### config.mk
export PLATFORM = sky130hd
export DESIGN_NAME = step_pulse_gen
export DESIGN_NICKNAME = d
export VERILOG_FILES = /design/src/rtl/scara_pkg.sv /design/src/rtl/step_axis.sv /design/src/rtl/step_pulse_gen.sv
export SDC_FILE = /design/constraint.sdc
export NUM_CORES = 1
export LEC_CHECK = 0
export CORE_MARGIN = 2
export CORE_UTILIZATION = 60
export CTS_CLUSTER_SIZE = 30
export DETAILED_ROUTE_END_ITERATION = 10
export GPL_TIMING_DRIVEN = 0
export MAX_ROUTING_LAYER = met4
export PLACE_DENSITY_LB_ADDON = 0.05
export SETUP_SLACK_MARGIN = 0.02
export SKIP_LAST_GASP = 1
export SLEW_MARGIN = 20
export SYNTH_ARGS = -nofsm -noshare
export SYNTH_HDL_FRONTEND = slang
export SYNTH_SLANG_ARGS = --single-unit
### constraint.sdc
create_clock -name clk -period 9.35 [get_ports clk]
set_clock_uncertainty 0.15 [all_clocks]
set_input_delay 2.3375 -clock clk [delete_from_list [all_inputs] [get_ports clk]]
set_output_delay 2.3375 -clock clk [all_outputs]
set_load 0.01 [all_outputs]
### src/rtl/scara_pkg.sv
// Shared types and widths for the SCARA step pulse generator.
// Holds the FSM state encoding and the per-axis move planning helper.
package scara_pkg;

  localparam int POS_W = 14;
  localparam int TMR_W = 16;

  typedef enum logic [2:0] {
    ST_IDLE     = 3'd0,
    ST_SETUP    = 3'd1,
    ST_PULSE_HI = 3'd2,
    ST_PULSE_LO = 3'd3,
    ST_FINISH   = 3'd4
  } state_e;

  typedef struct packed {
    logic             dir;
    logic [POS_W-1:0] rem;
  } plan_t;

  // Direction and step count to travel from pos to tgt. A zero-length move
  // reports dir = 0.
  function automatic plan_t plan_move(input logic [POS_W-1:0] tgt,
                                      input logic [POS_W-1:0] pos);
    logic signed [POS_W:0] diff;
    logic signed [POS_W:0] neg_diff;
    plan_t                 p;
    diff     = $signed({1'b0, tgt}) - $signed({1'b0, pos});
    neg_diff = -diff;
    p.dir    = (diff > 0);
    p.rem    = diff[POS_W] ? neg_diff[POS_W-1:0] : diff[POS_W-1:0];
    return p;
  endfunction

endpackage

### src/rtl/step_axis.sv
// One joint axis: latches its target, plans direction/remaining steps,
// tracks absolute position and drives its STEP output.
module step_axis
  import scara_pkg::*;
(
  input  logic             i_clk,
  input  logic             i_rst_n,
  input  logic             i_accept,
  input  logic [POS_W-1:0] i_tgt,
  input  logic             i_load,
  input  logic             i_rise,
  input  logic             i_fall,
  input  logic             i_clear,
  output logic             o_step,
  output logic             o_dir,
  output logic [POS_W-1:0] o_pos,
  output logic             o_rem_nz
);

  logic [POS_W-1:0] r_tgt;
  logic [POS_W-1:0] r_rem;
  logic [POS_W-1:0] r_pos;
  logic             r_dir;
  logic             r_step;
  plan_t            w_plan;

  assign w_plan = plan_move(r_tgt, r_pos);

  always_ff @(posedge i_clk or negedge i_rst_n) begin
    if (!i_rst_n) begin
      r_tgt  <= '0;
      r_rem  <= '0;
      r_pos  <= '0;
      r_dir  <= 1'b0;
      r_step <= 1'b0;
    end else begin
      if (i_accept) begin
        r_tgt <= i_tgt;
      end
      if (i_load) begin
        r_dir <= w_plan.dir;
        r_rem <= w_plan.rem;
      end else if (i_clear) begin
        // Steps left over from a halted move are dropped; r_pos stays true.
        r_rem <= '0;
      end else if (i_rise && (r_rem != '0)) begin
        r_step <= 1'b1;
        r_pos  <= r_dir ? (r_pos + 1'b1) : (r_pos - 1'b1);
        r_rem  <= r_rem - 1'b1;
      end
      if (i_fall) begin
        r_step <= 1'b0;
      end
    end
  end

  // During the load cycle the registered count is stale, so look ahead.
  assign o_rem_nz = i_load ? (w_plan.rem != '0) : (r_rem != '0);
  assign o_step   = r_step;
  assign o_dir    = r_dir;
  assign o_pos    = r_pos;

endmodule

### src/rtl/step_pulse_gen.sv
// Two-axis STEP/DIR pulse generator: one move FSM and phase timer shared by
// two step_axis instances that pulse concurrently at a common period.
module step_pulse_gen
  import scara_pkg::*;
#(
  parameter int PULSE_HI_CYC  = 50,
  parameter int PULSE_PER_CYC = 500,
  parameter int DIR_SETUP_CYC = 20
) (
  input  logic             clk,
  input  logic             reset,
  input  logic [POS_W-1:0] th1_steps,
  input  logic [POS_W-1:0] th2_steps,
  input  logic             tgt_valid,
  output logic             tgt_ready,
  input  logic             halt,
  output logic             step1,
  output logic             step2,
  output logic             dir1,
  output logic             dir2,
  output logic [POS_W-1:0] pos1,
  output logic [POS_W-1:0] pos2,
  output logic             busy,
  output logic             done,
  output state_e           dbg_state
);

  // Handshake: a target is taken on a rising clk edge where tgt_valid and
  // tgt_ready are both 1; tgt_ready is 1 only while idle, and tgt_valid
  // at any other time is ignored.

  // SETUP spends its first cycle planning (dir/remaining load), then holds
  // DIR steady for DIR_SETUP_CYC cycles; DIR_SETUP_CYC and PULSE_HI_CYC >= 1.
  localparam logic [TMR_W-1:0] SETUP_LAST = TMR_W'(DIR_SETUP_CYC);
  localparam logic [TMR_W-1:0] HI_LAST    = TMR_W'(PULSE_HI_CYC - 1);
  localparam logic [TMR_W-1:0] LO_LAST    = TMR_W'(PULSE_PER_CYC - PULSE_HI_CYC - 1);

  state_e           r_state;
  state_e           w_next;
  logic [TMR_W-1:0] r_timer;
  logic             r_ready;
  logic             r_halt_pend;

  logic w_accept;
  logic w_load;
  logic w_rise;
  logic w_fall;
  logic w_clear;
  logic w_stop;
  logic w_nz1;
  logic w_nz2;
  logic w_rem_any;

  assign w_accept  = tgt_valid & r_ready;
  assign w_rem_any = w_nz1 | w_nz2;
  assign w_stop    = halt | r_halt_pend;

  always_comb begin
    w_next = r_state;
    case (r_state)
      ST_IDLE: begin
        if (w_accept) w_next = ST_SETUP;
      end
      ST_SETUP: begin
        if (halt) begin
          w_next = ST_FINISH;
        end else if (r_timer == SETUP_LAST) begin
          w_next = w_rem_any ? ST_PULSE_HI : ST_FINISH;
        end
      end
      ST_PULSE_HI: begin
        if (r_timer == HI_LAST) w_next = ST_PULSE_LO;
      end
      ST_PULSE_LO: begin
        if (r_timer == LO_LAST) begin
          w_next = (w_rem_any && !w_stop) ? ST_PULSE_HI : ST_FINISH;
        end
      end
      ST_FINISH: begin
        w_next = ST_IDLE;
      end
      default: begin
        w_next = ST_IDLE;
      end
    endcase
  end

  assign w_load  = (r_state == ST_SETUP) && (r_timer == '0);
  assign w_rise  = (w_next == ST_PULSE_HI) && (r_state != ST_PULSE_HI);
  assign w_fall  = (r_state == ST_PULSE_HI) && (w_next != ST_PULSE_HI);
  assign w_clear = (r_state == ST_FINISH);

  always_ff @(posedge clk or negedge reset) begin
    if (!reset) begin
      r_state     <= ST_IDLE;
      r_timer     <= '0;
      r_ready     <= 1'b0;
      r_halt_pend <= 1'b0;
    end else begin
      r_state <= w_next;
      r_ready <= (w_next == ST_IDLE);
      if ((r_state == ST_IDLE) || (w_next != r_state)) begin
        r_timer <= '0;
      end else begin
        r_timer <= r_timer + 1'b1;
      end
      // A halt seen mid-pulse is remembered until the low phase finishes.
      if ((r_state == ST_PULSE_HI || r_state == ST_PULSE_LO) && halt) begin
        r_halt_pend <= 1'b1;
      end else if (r_state == ST_FINISH || r_state == ST_IDLE) begin
        r_halt_pend <= 1'b0;
      end
    end
  end

  step_axis u_axis1 (
    .i_clk    (clk),
    .i_rst_n  (reset),
    .i_accept (w_accept),
    .i_tgt    (th1_steps),
    .i_load   (w_load),
    .i_rise   (w_rise),
    .i_fall   (w_fall),
    .i_clear  (w_clear),
    .o_step   (step1),
    .o_dir    (dir1),
    .o_pos    (pos1),
    .o_rem_nz (w_nz1)
  );

  step_axis u_axis2 (
    .i_clk    (clk),
    .i_rst_n  (reset),
    .i_accept (w_accept),
    .i_tgt    (th2_steps),
    .i_load   (w_load),
    .i_rise   (w_rise),
    .i_fall   (w_fall),
    .i_clear  (w_clear),
    .o_step   (step2),
    .o_dir    (dir2),
    .o_pos    (pos2),
    .o_rem_nz (w_nz2)
  );

  assign tgt_ready = r_ready;
  assign busy      = (r_state == ST_SETUP) || (r_state == ST_PULSE_HI) ||
                     (r_state == ST_PULSE_LO);
  assign done      = (r_state == ST_FINISH);
  assign dbg_state = r_state;

endmodule
# Word-level counts from Yosys, hierarchy flattened
# Index checks and enable logic that the tools add are counted.
# word_totals
ff_bits	109
elab_cells	105
# op_classes
n_eq_ne	13
bitwise_logic	5
muxes	31
magnitude_cmp	2
add_sub_neg	11
reduce_logical	29
# op_table
op	n
14-bit two-way mux	10
14-bit nonzero test	4
14-bit by 1-bit subtractor with 14-bit output (second input constant)	4
15-bit by 1-bit > comparator with 1-bit output (second input constant)	2
14-bit by 14-bit subtractor with 15-bit output	2
14-bit by 1-bit adder with 14-bit output (second input constant)	2
14-bit negation	2
3-bit two-way mux	7
16-bit by 1-bit adder with 16-bit output (second input constant)	1
16-bit by 5-bit == test with 1-bit output (second input constant)	1
16-bit by 6-bit == test with 1-bit output (second input constant)	1
16-bit by 9-bit == test with 1-bit output (second input constant)	1
16-bit logical NOT	1
16-bit two-way mux	1
1-bit two-way mux	12
3-bit case mux with 4 select lines	1
3-bit AND reduction	4
3-bit by 2-bit == test with 1-bit output (second input constant)	3
1-bit logical AND	7
3-bit logical NOT	2
3-bit by 2-bit inequality test with 1-bit output (second input constant)	2
2-bit nonzero test	3
3-bit nonzero test	2
1-bit logical OR	5
9 further kinds	11

# Longest topological paths before layout
# Gate-level depths: netlist of the first run.
# depth
depth_word	17
depth_mapped	13

# Modules after synthesis
# From an unflattened synthesis of the first run, not the netlist that was laid out.
# hier_totals
hier_cells	934
hier_area_um2	8271.7
# modules_own_cells
mod	seq_area_each_um2	area_per_inst_um2	cells_per_inst	instances
step_axis	1101.1	3552.2	405	2
step_pulse_gen	525.5	1167.4	124	1

# Least setup slack after synthesis of the first run
# No wires, ideal clock.
# synth_timing
path_type	input to register
from	in tgt_valid
to	reg u_axis2.r_rem[9]
stages	9
arrival_ns	4.013
t_required_ns	9.117
setup_slack_ns	5.104
path_cell_list	nand2_1 > nor3_1 > a31oi_1 > o221ai_2 > nor4b_4 > nand4_2 > or3_1 > xor2_1 > o22ai_1
# synth_via
elab_chain_cells	7
# synth_rtl
item	line	source
start, declared	step_pulse_gen.sv:14	input logic tgt_valid,
1-bit bitwise AND	step_pulse_gen.sv:54	assign w_accept = tgt_valid & r_ready;
3-bit two-way mux	step_pulse_gen.sv:62	if (w_accept) w_next = ST_SETUP;
3-bit case mux with 4 select lines	step_pulse_gen.sv:60	case (r_state)
named net w_next[0]	step_pulse_gen.sv:39	state_e w_next;
3-bit by 2-bit == test with 1-bit output	step_pulse_gen.sv:89	assign w_rise = (w_next == ST_PULSE_HI) && (r_state != ST_PULSE_HI);
1-bit logical AND	step_pulse_gen.sv:89	
1-bit logical AND	step_axis.sv:46	end else if (i_rise && (r_rem != '0)) begin
3-bit nonzero test (no source line)	-	
end signal, assigned	step_axis.sv:42	r_rem <= w_plan.rem;
end signal, assigned	step_axis.sv:49	r_rem <= r_rem - 1'b1;
end, declared	step_axis.sv:21	logic [POS_W-1:0] r_rem;
# The timed path passes the listed nets, and every way through them passes these cells.
# A chain may end at the register's enable or synchronous reset.

# Worst setup path after layout of the first run
# layout_timing
from	in halt
to	reg u_axis2.r_rem[6]
# layout_via
elab_chain_cells	10
# layout_rtl
item	line	source
start, declared	step_pulse_gen.sv:16	input logic halt,
1-bit bitwise OR	step_pulse_gen.sv:56	assign w_stop = halt | r_halt_pend;
1-bit logical NOT	step_pulse_gen.sv:76	w_next = (w_rem_any && !w_stop) ? ST_PULSE_HI : ST_FINISH;
1-bit logical AND	step_pulse_gen.sv:76	
3-bit two-way mux	step_pulse_gen.sv:76	
3-bit two-way mux	step_pulse_gen.sv:75	if (r_timer == LO_LAST) begin
3-bit case mux with 4 select lines *	step_pulse_gen.sv:60	
3-bit by 2-bit == test with 1-bit output *	step_pulse_gen.sv:89	
1-bit logical AND *	step_pulse_gen.sv:89	
1-bit logical AND *	step_axis.sv:46	
3-bit nonzero test (no source line) *	-	
# Every way passes the cells marked *; elsewhere a longest branch is shown, timed or not.

==> impl_metrics.tcl, run 1 <==
set metrics [dict create \
    status "completed" \
    cts.repair.resized 0 \
    worst-setup-path-type "primary input to register" \
    ys.warnings.count 0 \
    grt_max_degree 79 \
    cts_setup_buffers 0 \
    dp_worst_setup_slack_ns 4.34 \
    tns_ns 0 \
    num_rows 42 \
    core_area_mm2 0.0132 \
    cts_hold_buf 0 \
    fp.dieArea_mm2 0.0145 \
    ys_seq_area_share_pct 33.6 \
    n_antenna_cell 0 \
    synth_xor_area_share_pct 11.1 \
    crit_arrival_ns 4.72 \
    syn_to_final_growth_pct 14.9 \
    end_kind "register" \
    relSlewSlack_pct 45.0 \
    synth-simple-area-share_pct 19.2 \
    async_reset_ff_share_pct 100 \
    drtPass1Iterations 4 \
    synth_area_mm2 0.00813 \
    synth_edf_count 0 \
    grt_overflow 0 \
    routed_wl_um 19300 \
    vias_per_cell 6.01 \
    yosysMostFrequentCell "dfrtp_1" \
    setup_viol 0 \
    portBuffers 69 \
    fill_cells 1074 \
    netlist_top_cells_count "dfrtp_1, nor2_1, inv_1" \
    initial_core_util_pct 61.4 \
    synth_compound_area_share_pct 17.1 \
    syn-num-nets 988 \
    clkLatencyLatePin_ns 0.36 \
    ctsRootBufferMaster "clkbuf_16" \
    die_w_um 120 \
    yosys-top-cells-area "dfrtp_1, ha_1, xnor2_1" \
    final_layout_size_suffix_gt1_share_pct 8.58 \
    globalplace.congestion 0.896 \
    hpwlAfterDp_um 14600 \
    synth_top_family_by_area "simple AND/OR/NAND/NOR gates" \
    hold_viol_final 0 \
    yosysTopAreaCellShare_pct 33.6 \
    synth_cells 893 \
    worstPathRequired_ns 9.41 \
    synth_ff_type "dfrtp_1" \
    antenna_found_initial 0 \
    synth_area_leader_cell "dfrtp_1" \
    groute.usage.overall_pct 28.5 \
    final_area_mm2 0.00934 \
    clkSinkCount 109 \
    drtIter0Drc 391 \
    yosys.area_share.adder_pct 10.1 \
    cts.clk_slew.worst_paths_ns 0.07 \
    nNetsFinal 1069 \
    cts-buffers-inserted 9 \
    tightest_slew_ns 0.819 \
    hp-class "register to register" \
    p_leak_nw 3.94 \
    placed_area_mm2 0.00907 \
    startpoint_type "primary input" \
    wire_per_inst_um 16.7 \
    tritoncts "yes" \
    max-vdd-ir-drop_mv 0.152 \
    drc_errors 0 \
    num_vias 6942 \
    cts.path.max_buffers 2 \
    finalMaxSlewViolations 0 \
    maxCapViolCount 0 \
    cts_htree_levels 3 \
    drtAntennaViolNets 0 \
    min_period_over_period_pct 49.8 \
    synth.area.mux_share_pct 4.65 \
    syn_avg_cell_area_um2 9.10 \
    synth_cell_types 75 \
    fmax_ghz 0.215 \
    grt_setup_unrepaired "no" \
    die_h_um 120 \
    layout_min_cycle_time_ns 4.66 \
    fin_ws_ns 4.69 \
    power.density_mw_per_mm2 293 \
    ys_ff_latch 109 \
    grt_pass1_vias 6690 \
    ioPinCount 70 \
    grt_pass1_wl_um 32600 \
    worst-path-max-fanout 8 \
]
[area by class of cell]
| class | count | area, µm² | share of cell area, % |
|---|---|---|---|
| Multi-Input combinational cell | 695 | 5040 | 54.0 |
| Clock inverter | 3 | 21.3 | 0.228 |
| Buffer | 24 | 110 | 1.18 |
| Sequential cell | 109 | 2730 | 29.2 |
| Inverter | 65 | 244 | 2.61 |
| Timing Repair Buffer | 70 | 719 | 7.70 |
| Tap cell | 176 | 220 | 2.36 |
| Clock buffer | 13 | 250 | 2.68 |
[stage by stage]
step	power, mW	hold slack (ns)	util (%)	cells
2_1_floorplan	1.98	0.329	-	893
3_3_place_gp	2.27	0.326	68.2	1138
3_5_place_dp	2.35	0.330	68.5	1139
4_1_cts	2.72	0.346	70.5	1155
5_1_grt	2.96	0.359	70.5	1155
6_report	2.74	0.339	70.5	1155
[state kept, by name, indices dropped and copies added, names as in the netlist]
| name | count |
|---|---|
| u_axis2.o_dir | 1 |
| u_axis2.r_rem | 14 |
| u_axis1.o_step | 1 |
| u_axis1.o_dir | 1 |
| tgt_ready | 1 |
| dbg_state | 3 |
| r_timer | 16 |
| u_axis1.r_rem | 14 |
| u_axis1.o_pos | 14 |
| u_axis2.o_step | 1 |
| u_axis2.r_tgt | 14 |
| r_halt_pend | 1 |
| u_axis2.o_pos | 14 |
| u_axis1.r_tgt | 14 |
[cells in the final DEF (no fill, tap or decap), types with 7 or more instances in the layout]
cell type / synthesis / routed
a21o_1: 12 / 12
clkbuf_16: 0 / 9
ha_1: 59 / 59
a31oi_1: 12 / 12
nor4_2: 7 / 7
a21oi_1: 39 / 39
nand3_1: 19 / 19
clkbuf_1: 12 / 15
dfrtp_1: 109 / 109
nand2_1: 61 / 61
mux2_2: 30 / 30
o21a_1: 11 / 11
nor4_1: 7 / 7
o21ai_0: 49 / 49
o22ai_1: 18 / 18
nor3b_1: 7 / 7
o31a_1: 7 / 7
o41ai_1: 9 / 9
and3_1: 10 / 10
xor2_1: 45 / 45
xnor2_1: 58 / 58
inv_1: 64 / 64
nor2b_1: 7 / 7
clkdlybuf4s50_1: 0 / 68
nor2_1: 77 / 77
or3_1: 20 / 20
buf_2: 10 / 10
nor3_1: 28 / 28
[worst paths after layout]
kind | depth (start not counted) | start | to | slack (ns)
max | 8 | halt | u_axis2.r_rem[6]$_DFFE_PN0P_ | 4.69
min | 1 | u_axis1.o_step$_DFFE_PN0P_ | u_axis1.o_step$_DFFE_PN0P_ | 0.34
max reg2reg | 12 | u_axis1.o_pos[0]$_DFFE_PN0P_ | u_axis1.o_dir$_DFFE_PN0P_ | 5.43
min reg2reg | 1 | u_axis1.o_step$_DFFE_PN0P_ | u_axis1.o_step$_DFFE_PN0P_ | 0.34
max in group asynchronous | 2 | reset | u_axis2.r_tgt[8]$_DFFE_PN0P_ | 6.63
min in group asynchronous | 1 | reset | r_timer[4]$_DFF_PN0_ | 1.71
[cells by family after synthesis]
family / count (synthesis)
buf+inv: 89
xor+xnor: 103
simple gates: 288
mux: 34
flops: 109
fa+ha+maj: 63
compound gates: 207
[power breakdown]
part           switching [mW]  internal, mW  leakage [nW]
Clock                   0.181         0.189         0.130
Sequential             0.0993         0.600          1.39
Combinational           0.950         0.717          2.42
[per-layer routing]
layer,share of wire [%],GRT usage (%),up-vias
met1,48,40.6,3398
met4,1.4,7.49,0
met2,47,43.0,149
met3,3.5,4.01,23
met5,0,-,-
li1,-,-,3372
[worst max-delay path, stage by stage]
cell	delay, ns
clkdlybuf4s50_1	0.47
nor3_1	0.29
a22oi_2	0.16
nor4b_4	0.56
nand2_1	0.28
or3_1	0.37
a21oi_1	0.15
o22ai_1	0.08
Note: power is estimated with default switching activity, not from simulation.
==> inputs of run 2 (changes only) <==
--- a/config.mk
+++ b/config.mk
@@ -6,7 +6,7 @@
 export NUM_CORES = 1
 export LEC_CHECK = 0
 export CORE_MARGIN = 2
-export CORE_UTILIZATION = 60
+export CORE_UTILIZATION = 59
 export CTS_CLUSTER_SIZE = 30
 export DETAILED_ROUTE_END_ITERATION = 10
 export GPL_TIMING_DRIVEN = 0
==> constraint.sdc (replaced) <==
create_clock -name clk -period 4.5 [get_ports clk]
set_clock_uncertainty 0.15 [all_clocks]
set_input_delay 1.125 -clock clk [delete_from_list [all_inputs] [get_ports clk]]
set_output_delay 1.125 -clock clk [all_outputs]
set_load 0.01 [all_outputs]
==> run 2 against run 1 <==
Critical path depth up 4. Critical endpoint is now u_axis1.o_dir$_DFFE_PN0P_. Combinational power grew 110%. Cell count fell by 0.17%. Clock power up 98%. Clock-buffer cell count down 3. Largest power group unchanged.
==> impl_metrics.tcl, run 2 (same netlist as run 1, synthesis figures left out) <==
set metrics [dict create \
    status "completed" \
    grt_use_met2_pct 45.0 \
    grt_setup_unrepaired "no" \
    startpoint_type "register" \
    cts_htree_levels 3 \
    largest_register_ffs 16 \
    tritoncts "yes" \
    hp-class "register to register" \
    fp.dieArea_mm2 0.0147 \
    grt_max_degree 64 \
    final_area_mm2 0.00932 \
    relSlewSlack_pct 56.3 \
    drtPass1Iterations 7 \
    cts.repair.resized 0 \
    routed_wl_um 19200 \
    tns_ns 0 \
    nNetsFinal 1069 \
    use_met3_pct 3.90 \
    final_common_cell "dfrtp_1" \
    initial_core_util_pct 60.9 \
    fin_ws_ns 0.668 \
    vias_per_cell 5.98 \
    placed_area_mm2 0.00907 \
    tightest_slew_ns 0.650 \
    max-vdd-ir-drop_mv 0.269 \
    num_vias 6895 \
    clkSinkCount 109 \
    drc_errors 0 \
    min_period_over_period_pct 85.2 \
    hold_depth 1 \
    hold_viol_final 0 \
    dp_worst_setup_slack_ns 0.658 \
    worst-path-max-fanout 5 \
    fmax_ghz 0.261 \
    cts.path.max_buffers 2 \
    hpwlAfterDp_um 14700 \
    end_kind "register" \
    n_antenna_cell 0 \
    cts_hold_buf 0 \
    portBuffers 69 \
    num_rows 42 \
    clkLatencyLatePin_ns 0.36 \
    wire_per_inst_um 16.7 \
    grt_pass1_vias 6772 \
    cts_setup_buffers 0 \
    die_h_um 121 \
    crit_arrival_ns 3.90 \
    drtAntennaViolNets 0 \
    ctsRootBufferMaster "clkbuf_16" \
    grt_pass1_wl_um 32200 \
    globalplace.congestion 0.938 \
    grt_overflow 0 \
    grt_busiest_layer "met2" \
    core_area_mm2 0.0133 \
    setup_viol 0 \
    cts.clk_slew.worst_paths_ns 0.07 \
    antenna_found_initial 0 \
    power.density_mw_per_mm2 603 \
    worstPathRequired_ns 4.57 \
    p_leak_nw 3.93 \
    fill_cells 1070 \
    largest_register "r_timer" \
    die_w_um 121 \
    finalMaxSlewViolations 0 \
    drtIter0Drc 376 \
    syn_to_final_growth_pct 14.7 \
    worst-setup-path-type "register to register" \
    final_layout_size_suffix_gt1_share_pct 8.60 \
    use_met1_pct 37.4 \
    final_cell_mix "dfrtp_1, nor2_1, clkdlybuf4s50_1, inv_1, nand2_1" \
    layout_min_cycle_time_ns 3.83 \
    cts-buffers-inserted 9 \
    holdWs_ns 0.351 \
    rr_worst_depth 12 \
    maxCapViolCount 0 \
    ioPinCount 70 \
    groute.usage.overall_pct 28.0 \
]
[run 2: changes by cell type in the layout (fill, tap and decap cells not counted)]
cell / change
clkbuf_1: -2
clkbuf_8: -1
clkinv_2: +1
clkinv_4: -1
inv_6: +1
[run 2: final cells by class]
type / count / area [µm²] / share of cell area, %
multi-input combinational: 695 / 5040 / 54.1
sequential: 109 / 2730 / 29.3
timing repair buffer: 70 / 719 / 7.72
inverter: 65 / 244 / 2.62
clock buffer: 10 / 229 / 2.46
tap: 176 / 220 / 2.36
buffer: 24 / 110 / 1.18
clock inverter: 4 / 26.3 / 0.282
[run 2: power breakdown]
group / switching [mW] / total (mW) / internal [mW]
sequential: 0.212 / 1.46 / 1.25
combinational: 1.94 / 3.43 / 1.49
clock: 0.363 / 0.734 / 0.370
[run 2: worst paths after layout]
kind                                                     end                    startpoint  slack [ns]
min in group asynchronous               r_timer[0]$_DFF_PN0_                         reset        0.54
worst max-delay path               u_axis1.o_dir$_DFFE_PN0P_  u_axis1.o_pos[0]$_DFFE_PN0P_        0.67
worst min register to register    u_axis1.o_step$_DFFE_PN0P_    u_axis1.o_step$_DFFE_PN0P_        0.35
worst min-delay path              u_axis1.o_step$_DFFE_PN0P_    u_axis1.o_step$_DFFE_PN0P_        0.35
max in group asynchronous       u_axis2.o_pos[1]$_DFFE_PN0P_                         reset        2.99
worst max register to register     u_axis1.o_dir$_DFFE_PN0P_  u_axis1.o_pos[0]$_DFFE_PN0P_        0.67
[run 2: metrics by stage]
step	std cells	utilization, %	power (mW)
after floorplan	893	-	4.11
after detailed placement	1139	67.9	4.86
final	1153	69.8	5.62
after global placement	1138	67.7	4.70
after CTS	1153	69.8	5.61
after global routing	1153	69.8	6.11
[run 2: per-layer routing]
metal  vias to the layer above  wire (µm)
met2                       185       9210
met4                         0        259
met3                        26        716
met1                      3316       9040
li1                       3368          -
met5                         -          0
[run 2: critical path, cell delays in order (launching register included)]
cell and delay, ns:
dfrtp_1 0.50, ha_1 0.24, inv_1 0.07, fa_1 0.41
a21o_1 0.19, a221oi_1 0.49, xor2_1 0.31, o21ai_0 0.21
a2111o_1 0.34, nor3_1 0.28, nand2_1 0.09, o311ai_1 0.28
o21ai_0 0.12
==> inputs of run 3 (changes only) <==
--- a/config.mk
+++ b/config.mk
@@ -5,6 +5,7 @@
 export SDC_FILE = /design/constraint.sdc
 export NUM_CORES = 1
 export LEC_CHECK = 0
+export ABC_CLOCK_PERIOD_IN_PS = 4500
 export CORE_MARGIN = 2
 export CORE_UTILIZATION = 59
 export CTS_CLUSTER_SIZE = 30
==> results of run 3 <==
Final layout, timing and power as in run 2 (identical DEF).
